## src/rtl/uart_frame_pkg.sv

```systemverilog
// Shared types and constants for the UART RX frame checker.
// Holds the FSM state encoding, parity-type codes and the legal data width range.
// Imported by the checker top and its error counter.
package uart_frame_pkg;

  typedef enum logic [2:0] {
    ST_IDLE,
    ST_START,
    ST_DATA,
    ST_PARITY,
    ST_STOP1,
    ST_STOP2
  } state_t;

  localparam logic PAR_EVEN = 1'b0;
  localparam logic PAR_ODD  = 1'b1;

  localparam int DW_MIN = 5;
  localparam int DW_MAX = 9;

  function automatic bit dw_in_range(input int w);
    return (w >= DW_MIN) && (w <= DW_MAX);
  endfunction

endpackage

```

## src/rtl/err_sat_cnt.sv

```systemverilog
// Saturating error event counter.
// Latency: count updates on the edge that samples inc; clr has priority over inc.
// No backpressure: holds at all-ones until cleared.
module err_sat_cnt
  import uart_frame_pkg::*;
#(
  parameter int CNT_WIDTH = 8
) (
  input  logic                 CLK,
  input  logic                 RST,
  input  logic                 inc,
  input  logic                 clr,
  output logic [CNT_WIDTH-1:0] cnt
);

  // Count events, stick at the maximum, clear synchronously.
  always_ff @(posedge CLK or negedge RST) begin
    if (!RST) begin
      cnt <= '0;
    end else if (clr) begin
      cnt <= '0;
    end else if (inc && (cnt != {CNT_WIDTH{1'b1}})) begin
      cnt <= cnt + 1'b1;
    end
  end

endmodule

```

## src/rtl/uart_frame_check.sv

```systemverilog
// UART RX frame checker: start/data/parity/stop tracking with break detection.
// Latency: results registered one cycle after the edge sampling the last frame bit.
// No backpressure: frame_start is dropped while busy, bit_valid is dropped in IDLE.
module uart_frame_check
  import uart_frame_pkg::*;
#(
  parameter int DATA_WIDTH = 8,
  parameter int CNT_WIDTH  = 8
) (
  input  logic                  CLK,
  input  logic                  RST,
  input  logic                  frame_start,
  input  logic                  bit_valid,
  input  logic                  sampled_bit,
  input  logic                  par_en,
  input  logic                  par_type,
  input  logic                  stop2,
  input  logic                  clr_err,
  output logic                  busy,
  output logic [DATA_WIDTH-1:0] data_out,
  output logic                  data_valid,
  output logic                  strt_glitch,
  output logic                  par_err,
  output logic                  stp_err,
  output logic                  break_det,
  output logic [CNT_WIDTH-1:0]  par_err_cnt,
  output logic [CNT_WIDTH-1:0]  frm_err_cnt
);

  if (!dw_in_range(DATA_WIDTH)) begin : g_dw_check
    $error("uart_frame_check: DATA_WIDTH must be 5..9");
  end

  localparam int BW = $clog2(DATA_WIDTH);

  state_t                r_state;
  logic                  r_par_en;
  logic                  r_par_type;
  logic                  r_stop2;
  logic                  r_acc;
  logic                  r_par_flag;
  logic                  r_par_hi;
  logic [DATA_WIDTH-1:0] r_shift;
  logic [BW-1:0]         r_bit_cnt;

  logic w_end;
  logic w_stp_fail;
  logic w_brk;
  logic w_par_inc;
  logic w_frm_inc;

  // A frame ends on a low first stop bit (even with two stops configured),
  // on a high first stop bit with one stop, or on any second stop bit.
  assign w_end      = bit_valid &&
                      (((r_state == ST_STOP1) && (!sampled_bit || !r_stop2)) ||
                       (r_state == ST_STOP2));
  assign w_stp_fail = !sampled_bit;
  // Break only needs checking at STOP1: a line held low never reaches STOP2.
  assign w_brk      = (r_state == ST_STOP1) && (r_shift == '0) && !r_par_hi && w_stp_fail;
  assign w_par_inc  = w_end && r_par_flag;
  assign w_frm_inc  = w_end && w_stp_fail;
  assign busy       = (r_state != ST_IDLE);

  // Frame FSM with registered status outputs.
  always_ff @(posedge CLK or negedge RST) begin
    if (!RST) begin
      r_state     <= ST_IDLE;
      r_par_en    <= 1'b0;
      r_par_type  <= PAR_EVEN;
      r_stop2     <= 1'b0;
      r_acc       <= 1'b0;
      r_par_flag  <= 1'b0;
      r_par_hi    <= 1'b0;
      r_shift     <= '0;
      r_bit_cnt   <= '0;
      data_out    <= '0;
      data_valid  <= 1'b0;
      strt_glitch <= 1'b0;
      par_err     <= 1'b0;
      stp_err     <= 1'b0;
      break_det   <= 1'b0;
    end else begin
      data_valid  <= 1'b0;
      strt_glitch <= 1'b0;
      break_det   <= 1'b0;
      case (r_state)
        ST_IDLE: begin
          if (frame_start) begin
            r_state    <= ST_START;
            r_par_en   <= par_en;
            r_par_type <= par_type;
            r_stop2    <= stop2;
            r_bit_cnt  <= '0;
            r_acc      <= 1'b0;
            r_par_flag <= 1'b0;
            r_par_hi   <= 1'b0;
          end
        end
        ST_START: begin
          if (bit_valid) begin
            if (sampled_bit) begin
              strt_glitch <= 1'b1;
              r_state     <= ST_IDLE;
            end else begin
              r_state <= ST_DATA;
            end
          end
        end
        ST_DATA: begin
          if (bit_valid) begin
            r_shift   <= {sampled_bit, r_shift[DATA_WIDTH-1:1]};
            r_acc     <= r_acc ^ sampled_bit;
            r_bit_cnt <= r_bit_cnt + 1'b1;
            if (r_bit_cnt == BW'(DATA_WIDTH - 1)) begin
              r_state <= r_par_en ? ST_PARITY : ST_STOP1;
            end
          end
        end
        ST_PARITY: begin
          if (bit_valid) begin
            r_par_flag <= (sampled_bit != (r_acc ^ r_par_type));
            r_par_hi   <= sampled_bit;
            r_state    <= ST_STOP1;
          end
        end
        ST_STOP1: begin
          if (bit_valid && sampled_bit && r_stop2) begin
            r_state <= ST_STOP2;
          end
        end
        ST_STOP2: begin
          r_state <= ST_STOP2;
        end
        default: begin
          r_state <= ST_IDLE;
        end
      endcase
      // Frame end overrides the per-state transition above.
      if (w_end) begin
        r_state   <= ST_IDLE;
        par_err   <= r_par_flag;
        stp_err   <= w_stp_fail;
        break_det <= w_brk;
        if (!r_par_flag && !w_stp_fail) begin
          data_valid <= 1'b1;
          data_out   <= r_shift;
        end
      end
    end
  end

  err_sat_cnt #(.CNT_WIDTH(CNT_WIDTH)) u_par_cnt (
    .CLK (CLK),
    .RST (RST),
    .inc (w_par_inc),
    .clr (clr_err),
    .cnt (par_err_cnt)
  );

  err_sat_cnt #(.CNT_WIDTH(CNT_WIDTH)) u_frm_cnt (
    .CLK (CLK),
    .RST (RST),
    .inc (w_frm_inc),
    .clr (clr_err),
    .cnt (frm_err_cnt)
  );

endmodule

```

## config.mk

```make
export PLATFORM = sky130hd
export DESIGN_NAME = uart_frame_check
export DESIGN_NICKNAME = d
export VERILOG_FILES = /design/src/rtl/uart_frame_pkg.sv /design/src/rtl/err_sat_cnt.sv /design/src/rtl/uart_frame_check.sv
export SDC_FILE = /design/constraint.sdc
export NUM_CORES = 1
export LEC_CHECK = 0
export BUFFER_PORTS_ARGS = -buffer_cell sky130_fd_sc_hd__buf_2
export CORE_MARGIN = 4
export CORE_UTILIZATION = 50
export CTS_BUF_LIST = sky130_fd_sc_hd__clkbuf_2
export CTS_CLUSTER_DIAMETER = 100
export DETAILED_ROUTE_END_ITERATION = 8
export MAX_ROUTING_LAYER = met4
export PLACE_DENSITY_LB_ADDON = 0.3
export SETUP_SLACK_MARGIN = 0.15
export SYNTH_ARGS = -nofsm -noshare
export SYNTH_HDL_FRONTEND = slang
export SYNTH_SLANG_ARGS = --single-unit
```

## constraint.sdc

```tcl
create_clock -name CLK -period 1.9 [get_ports CLK]
set_input_delay 0.095 -clock CLK [delete_from_list [all_inputs] [get_ports CLK]]
set_output_delay 0.095 -clock CLK [all_outputs]
set_load 0.005 [all_outputs]
```

# After elaboration in Yosys (flattened, before gate mapping)
# Index checks and enable logic that the tools add are counted.
word_totals:
  regBits: 49
  input_bits: 9
classes:
  n_addsub: 3
  eq_ne: 18
  muxes: 30
  bitwise_logic: 2
  n_reduce_logical: 31
ops:
  columns: ["cell", "count"]
  rows:
  - ["2-to-1 mux 8 bit", 4]
  - ["2-to-1 mux 3 bit", 10]
  - ["one-hot mux 3 bit (6 select lines)", 1]
  - ["adder 8 x 1 -> 8 bit, second input constant", 2]
  - ["inequality test 8 bit, second input constant", 2]
  - ["inequality test 3 bit, second input constant", 5]
  - ["logical AND 1 bit", 12]
  - ["2-to-1 mux 1 bit", 10]
  - ["== test 3 bit, second input constant", 3]
  - ["logical NOT 8 bit", 1]
  - ["nonzero test 2 bit", 4]
  - ["== test 3 x 2 -> 1 bit, second input constant", 2]
  - ["inequality test 2 bit, second input constant", 3]
  - ["one-hot mux 1 bit (2 select lines)", 3]
  - ["one-hot mux 3 bit (2 select lines)", 1]
  - ["AND reduction 2 bit", 3]
  - ["AND reduction 3 bit", 2]
  - ["AND reduction 6 bit", 1]
  - ["logical NOT 1 bit", 4]
  - ["adder 3 x 1 -> 3 bit, second input constant", 1]
  - ["== test 3 x 1 -> 1 bit, second input constant", 1]
  - ["logical NOT 3 bit", 1]
  - ["inequality test 3 x 2 -> 1 bit, second input constant", 1]
  - ["nonzero test 3 bit", 1]
  - ["4 further kinds", 6]

# Longest topological paths before layout
depth:
  word_depth: 9
  depth_mapped: 7
  depth_no_buf: 6

# Hierarchy
# From an unflattened synthesis, not the netlist that was laid out.
hier_totals:
  cells_unflattened: 223
  area_unflattened_um2: 2406.1
modules_own_cells:
  columns: ["module", "instances", "cells_each", "area_each_um2", "seq_area_each_um2"]
  rows:
  - ["uart_frame_check", 1, 125, 1477.7, 825.8]
  - ["err_sat_cnt", 2, 49, 464.2, 200.2]

# Worst setup path before layout
# OpenSTA, ideal clock, no wires.
synth_path:
  path_type: "register to register"
  startpoint: "reg r_state[1]"
  endpoint: "reg u_par_cnt.cnt[7]"
  setup_time_ns: 0.125
  arrival_ns: 1.690
  required_time_ns: 1.775
  path_slack_ns: 0.085
  stages_incl_launch_ff: 6
  n_path_buf: 1
  synth_period_minus_slack_ns: 1.815
  cell_sequence: "dfrtp_1 nand2b_1 or3b_1 buf_2 nor4b_1 mux2_2"
synth_via:
  elab_chain_cells: 7
synth_rtl:
  columns: ["item", "line_no", "source"]
  rows:
  - ["from (decl)", "uart_frame_check.sv:36", "state_t r_state;"]
  - ["from (signal assigned)", "uart_frame_check.sv:115", "r_state <= r_par_en ? ST_PARITY : ST_STOP1;"]
  - ["== test 3 bit", "uart_frame_check.sv:55", "(((r_state == ST_STOP1) && (!sampled_bit || !r_stop2)) ||"]
  - ["logical AND 1 bit", "uart_frame_check.sv:55", null]
  - ["logical OR 1 bit *", "uart_frame_check.sv:55", null]
  - ["logical AND 1 bit *", "uart_frame_check.sv:54", "assign w_end = bit_valid &&"]
  - ["logical AND 1 bit *", "uart_frame_check.sv:60", "assign w_par_inc = w_end && r_par_flag;"]
  - ["logical AND 1 bit *", "err_sat_cnt.sv:22", "end else if (inc && (cnt != {CNT_WIDTH{1'b1}})) begin"]
  - ["nonzero test 2 bit (no source line) *", null, null]
  - ["to (signal assigned)", "err_sat_cnt.sv:23", "cnt <= cnt + 1'b1;"]
  - ["to (decl)", "err_sat_cnt.sv:13", "output logic [CNT_WIDTH-1:0] cnt"]
# Mark *: on every way between the ends. The rest lies on a longest branch, timed or not.
# A chain may end at the register's enable or synchronous reset.

# Worst setup path in the final report
layout_path:
  startpoint: "reg r_stop2"
  endpoint: "reg u_par_cnt.cnt[4]"
layout_via:
  elab_chain_cells: 8
layout_rtl:
  columns: ["item", "line_no", "source"]
  rows:
  - ["from (decl)", "uart_frame_check.sv:39", "logic r_stop2;"]
  - ["from (signal assigned)", "uart_frame_check.sv:92", "r_stop2 <= stop2;"]
  - ["logical NOT 1 bit", "uart_frame_check.sv:55", null]
  - ["logical OR 1 bit", "uart_frame_check.sv:55", null]
  - ["logical AND 1 bit", "uart_frame_check.sv:55", null]
  - ["logical OR 1 bit", "uart_frame_check.sv:55", null]
  - ["logical AND 1 bit", "uart_frame_check.sv:54", null]
  - ["logical AND 1 bit", "uart_frame_check.sv:60", null]
  - ["logical AND 1 bit", "err_sat_cnt.sv:22", null]
  - ["nonzero test 2 bit (no source line)", null, null]
# Every way passes these cells.

==> summary.log <==
[run_status] outcome finished, final reports clean
[route] post-detailed-route DRC marker count 0
[timing] max-slew violation count 0
[route] routed wire length 4630 microns
[synthesis] mux cell area share after synthesis 9.23%
[synthesis] top cell type's share of synthesized area 53.2%
[synthesis] share of the synthesized area in compound gates (AO/OA/AOI/OAI) 9.18%
[clock_tree] worst-case clock buffer depth 2
[place] DP Wirelength 3280 microns
[pwr] leakage power summed over all cells 1.39 nW
[setup_path] CP cell instances nand3b_1 -> or3b_4 -> or4_1 -> a21oi_2
[setup_path] r2r endpoint u_par_cnt.cnt[4]$_DFFE_PN0P_
[setup_path] origin of the critical flop-to-flop path r_stop2$_DFFE_PN0P_
[global_routing] overall fraction of global-route tracks in use 18.3%
[clock_tree] number of buffers created by CTS 5
[synthesis] asr flop ratio synth 100%
[timing] achievable frequency 0.576 GHz
[timing] unrepaired setup endpoints after global routing yes
[synthesis] average footprint of a synthesized cell 10.7 sq um
[setup_path] cell count of the worst reg-to-reg path 4
[global_routing] initial antenna violation count 0
[cells_and_area] Ant. Diodes 0
[synthesis] Most used DFF post-synth sky130_fd_sc_hd__dfrtp_1
[die] Initial Util 52.2%
[timing] worst-case clock skew 0.00966 ns
[pwr] worst IR drop on VDD 0.596 mV
[synthesis] most repeated cell in the gate-level netlist after synthesis sky130_fd_sc_hd__dfrtp_1
[timing] Fin Setup TNS 0 ns
[setup_path] maximum net fanout on the critical path 6
[synthesis] count of different cell masters after synthesis 42
[global_routing] largest net degree at the start of global routing 26
[route] vias after detailed routing 1,810
[synthesis] part of the Yosys area used for sequential elements 53.2%
[global_routing] via count of the first global-routing pass 1,732
[die] floorplan die area 0.00576 sq mm
[timing] Min Clock Period, post-route 1.74 ns
[setup_path] slowest cell delay on critical path 0.53 ns
[synthesis] top cell type by total area after synthesis sky130_fd_sc_hd__dfrtp_1
[timing] final worst-path setup slack 0.163 ns
[route] post-detailed-route wirelength per cell 14.2 microns
[timing] Worst Tran Pin Value 0.571 ns
[route] Avg Vias per Cell 5.55
[worst_hold_path] endpoint with the worst hold slack u_par_cnt.cnt[0]$_DFFE_PN0P_
[synthesis] post-synthesis share of cell area spent on xor and xnor gates 3.42%
[worst_hold_path] number of instances on the worst hold path 2
[setup_path] critical path start-end classification reg -> reg
[setup_path] kind of cell with the highest combined delay on the critical path simple AND/OR/NAND/NOR gates
[timing] final number of hold-violating endpoints 0
[run] Maximum Capacitance Violations 0
[worst_hold_path] worst min-delay path startpoint clr_err
[setup_path] required time worst endpoint 2.27 ns
[cells_and_area] fraction of final layout cells with drive strength greater than 1 34.3%
[place] port buffer count 38
[cells_and_area] area of all placed cells without fillers 0.00282 sq mm
[timing] relative slew slack 61.9%
[route] total iterations of the first detailed-routing run 4
[synthesis] Post-Synthesis Cell Area 0.00230 sq mm
[clock_tree] TritonCTS clock tree yes
[timing] setup violators final 0
[clock_tree] number of clock sinks 49
[setup_path] minimum setup slack among reg-to-reg paths 0.16 ns
[clock_tree] clock-pin slew of the registers on the worst-case setup and hold paths 0.24 ns
[route] remaining antenna violation count after routing 0
[synthesis] Warnings, synthesis 0
[clock_tree] maximum level of the CTS H-tree 2
[timing] post-route fraction of the period consumed by the critical path 91.4%
[setup_path] arrival time reported for the critical path endpoint 2.11 ns
[pwr] Power Density 981 mW/mm^2
[synthesis] dominant combinational cell family by area after synthesis simple AND/OR/NAND/NOR gates
[clock_tree] buffer cell driving the clock tree root sky130_fd_sc_hd__clkbuf_2
[synthesis] post-synthesis net count 228
[synthesis] adder and majority gate portion of the synthesized area 2.17%
[place] total cell area at the placement stage 0.00262 sq mm
[clock_tree] clock latency of the later-clocked register in the worst-skew pair 0.41 ns
[setup_path] Crit. End Element flip-flop
[place] last weighted congestion value of the routability-driven placer 0.877
[die] number of placement rows 24
[global_routing] wire length of the first global-routing pass 7730 microns
[synthesis] top post-synthesis cells by count sky130_fd_sc_hd__dfrtp_1, sky130_fd_sc_hd__nand2_1, sky130_fd_sc_hd__mux2_2
[setup_path] combined buffer and inverter count along the critical path 0
[worst_hold_path] class of the most critical hold timing path in -> reg
[synthesis] area share of and/or/nand/nor cells after synthesis 19.6%
[synthesis] FF+latch count, synth 49
[synthesis] synthesized instance count 215
[place] worst setup slack before clock tree synthesis 0.0627 ns
[die] Die Wd 75.9 microns
[cells_and_area] share of the core filled with cells in the final layout 63.8%
[cells_and_area] NumNets Final 286
[die] CORE AREA 0.00441 sq mm
[synthesis] main area contributors after synthesis sky130_fd_sc_hd__dfrtp_1, sky130_fd_sc_hd__mux2_2, sky130_fd_sc_hd__nand2_1
[setup_path] CP max-delay cell sky130_fd_sc_hd__or4_1
[die] vertical die dimension 75.9 microns
[synthesis] count of flip-flops with a built-in enable after synthesis 0
[cells_and_area] signed area change from the synthesized netlist to the final layout 22.3%
[die] I/O pin count 39
[setup_path] kind of start point of the critical path flip-flop
[route] drt initial violations 56
[global_routing] sum of overflow across all layers after global routing 0
kinds of logic (layout without fill, tap and decap cells):
logic type	after synthesis	count (layout)
AND/OR/NAND/NOR	82	83
multiplexers	19	19
XOR/XNOR	9	9
flip-flops	49	49
buffers and inverters	17	75
AO/OA/AOI/OAI	35	35
adder cells (fa/ha/maj)	4	4
registers in the layout (all words and copies together) (netlist names):
signal	flops
break_det	1
data_out	8
data_valid	1
par_err	1
r_acc	1
r_bit_cnt	3
r_par_en	1
r_par_flag	1
r_par_hi	1
r_par_type	1
r_shift	8
r_state	3
r_stop2	1
stp_err	1
strt_glitch	1
u_frm_cnt.cnt	8
u_par_cnt.cnt	8
area by class of cell:
type	count	area [sq um]
fillers	370	1600
clock inverters	2	15.0
inverters	6	22.5
well taps	52	65.1
flip-flops and latches	49	1230
multi-input cells	150	1060
repair buffers	61	393
clock buffers	6	30.0
how the worst max path moves through the flow:
stage / start / to / slack [ns] / cells past startpoint
6_report: r_stop2$_DFFE_PN0P_ / u_par_cnt.cnt[4]$_DFFE_PN0P_ / 0.16 / 4
5_1_grt: r_stop2$_DFFE_PN0P_ / u_par_cnt.cnt[4]$_DFFE_PN0P_ / 0.1 / 4
4_1_cts: r_stop2$_DFFE_PN0P_ / u_par_cnt.cnt[3]$_DFFE_PN0P_ / 0.15 / 4
3_5_place_dp: r_state[1]$_DFFE_PN0P_ / u_par_cnt.cnt[5]$_DFFE_PN0P_ / 0.06 / 4
3_3_place_gp: r_state[1]$_DFFE_PN0P_ / u_par_cnt.cnt[5]$_DFFE_PN0P_ / 0.09 / 4
2_1_floorplan: r_state[1]$_DFFE_PN0P_ / u_par_cnt.cnt[5]$_DFFE_PN0P_ / 0.16 / 5
worst reg2reg max path: cells and delay by family (launching register included):
kind             cells  cell delay (ns)
AO/OA/AOI/OAI        1             0.13
AND/OR/NAND/NOR      3             1.14
flip-flops           1             0.43
cells in the final DEF (no fill, tap or decap), types with 2 or more instances in the layout:
master	netlist	final
sky130_fd_sc_hd__buf_4	1	15
sky130_fd_sc_hd__o21ai_0	13	13
sky130_fd_sc_hd__nor2b_1	3	3
sky130_fd_sc_hd__buf_2	3	38
sky130_fd_sc_hd__o211ai_1	3	3
sky130_fd_sc_hd__nand2_1	25	25
sky130_fd_sc_hd__dfrtp_1	49	49
sky130_fd_sc_hd__ha_1	4	4
sky130_fd_sc_hd__or3_1	2	2
sky130_fd_sc_hd__xor2_1	7	7
sky130_fd_sc_hd__or4_1	5	5
sky130_fd_sc_hd__and4_1	3	2
sky130_fd_sc_hd__a21oi_1	9	7
sky130_fd_sc_hd__and3_1	2	2
sky130_fd_sc_hd__inv_1	6	6
sky130_fd_sc_hd__nor4_1	4	3
sky130_fd_sc_hd__mux2_2	18	18
sky130_fd_sc_hd__dlygate4sd3_1	0	7
sky130_fd_sc_hd__o31ai_1	2	2
sky130_fd_sc_hd__a21oi_2	0	2
sky130_fd_sc_hd__nand3_1	7	7
sky130_fd_sc_hd__nor3_2	1	2
sky130_fd_sc_hd__a21o_1	2	2
sky130_fd_sc_hd__nand4_1	3	3
sky130_fd_sc_hd__o41ai_1	2	2
sky130_fd_sc_hd__and2_1	2	2
sky130_fd_sc_hd__xnor2_1	2	2
sky130_fd_sc_hd__nor2_1	13	13
sky130_fd_sc_hd__clkinvlp_4	0	2
sky130_fd_sc_hd__clkbuf_2	2	6
power by group:
part / internal [W] / switching, W / total, W
combinational: 0.000460 / 0.000430 / 0.000890
clock: 0.0000949 / 0.000326 / 0.000421
sequential: 0.00128 / 0.000168 / 0.00145
total: 0.00184 / 0.000924 / 0.00276
metal layers:
metal  routed length, microns  GRT usage (%)  part of all wire, %  vias up
li1                         -              -                    -      890
met1                     2110           22.5                   46      873
met2                     2210           29.3                   48       39
met3                      228           4.49                  4.9        8
met4                       79           6.21                  1.7        0
met5                        0              -                    0        -
timing repair:
| item | in CTS | in global routing |
|---|---|---|
| endpoints found under the hold margin | 30 | 0 |
| gates resized for setup | 1 | 8 |
| gates cloned | 1 | 0 |
| endpoints found under the setup margin | 8 | 10 |
| pin swaps | 0 | 6 |
| hold buffers | 7 | 0 |
| buffers inserted | 2 | 4 |
metrics by stage:
stage | cells | power [W] | hold WS, ns
2_1_floorplan | 215 | 0.00198 | -0.201
3_3_place_gp | 304 | 0.00225 | 0.118
3_5_place_dp | 304 | 0.00229 | 0.126
4_1_cts | 322 | 0.00275 | 0.0272
5_1_grt | 326 | 0.00298 | 0.0163
6_report | 326 | 0.00276 | 0.0306
(Power assumes the default switching activity.)
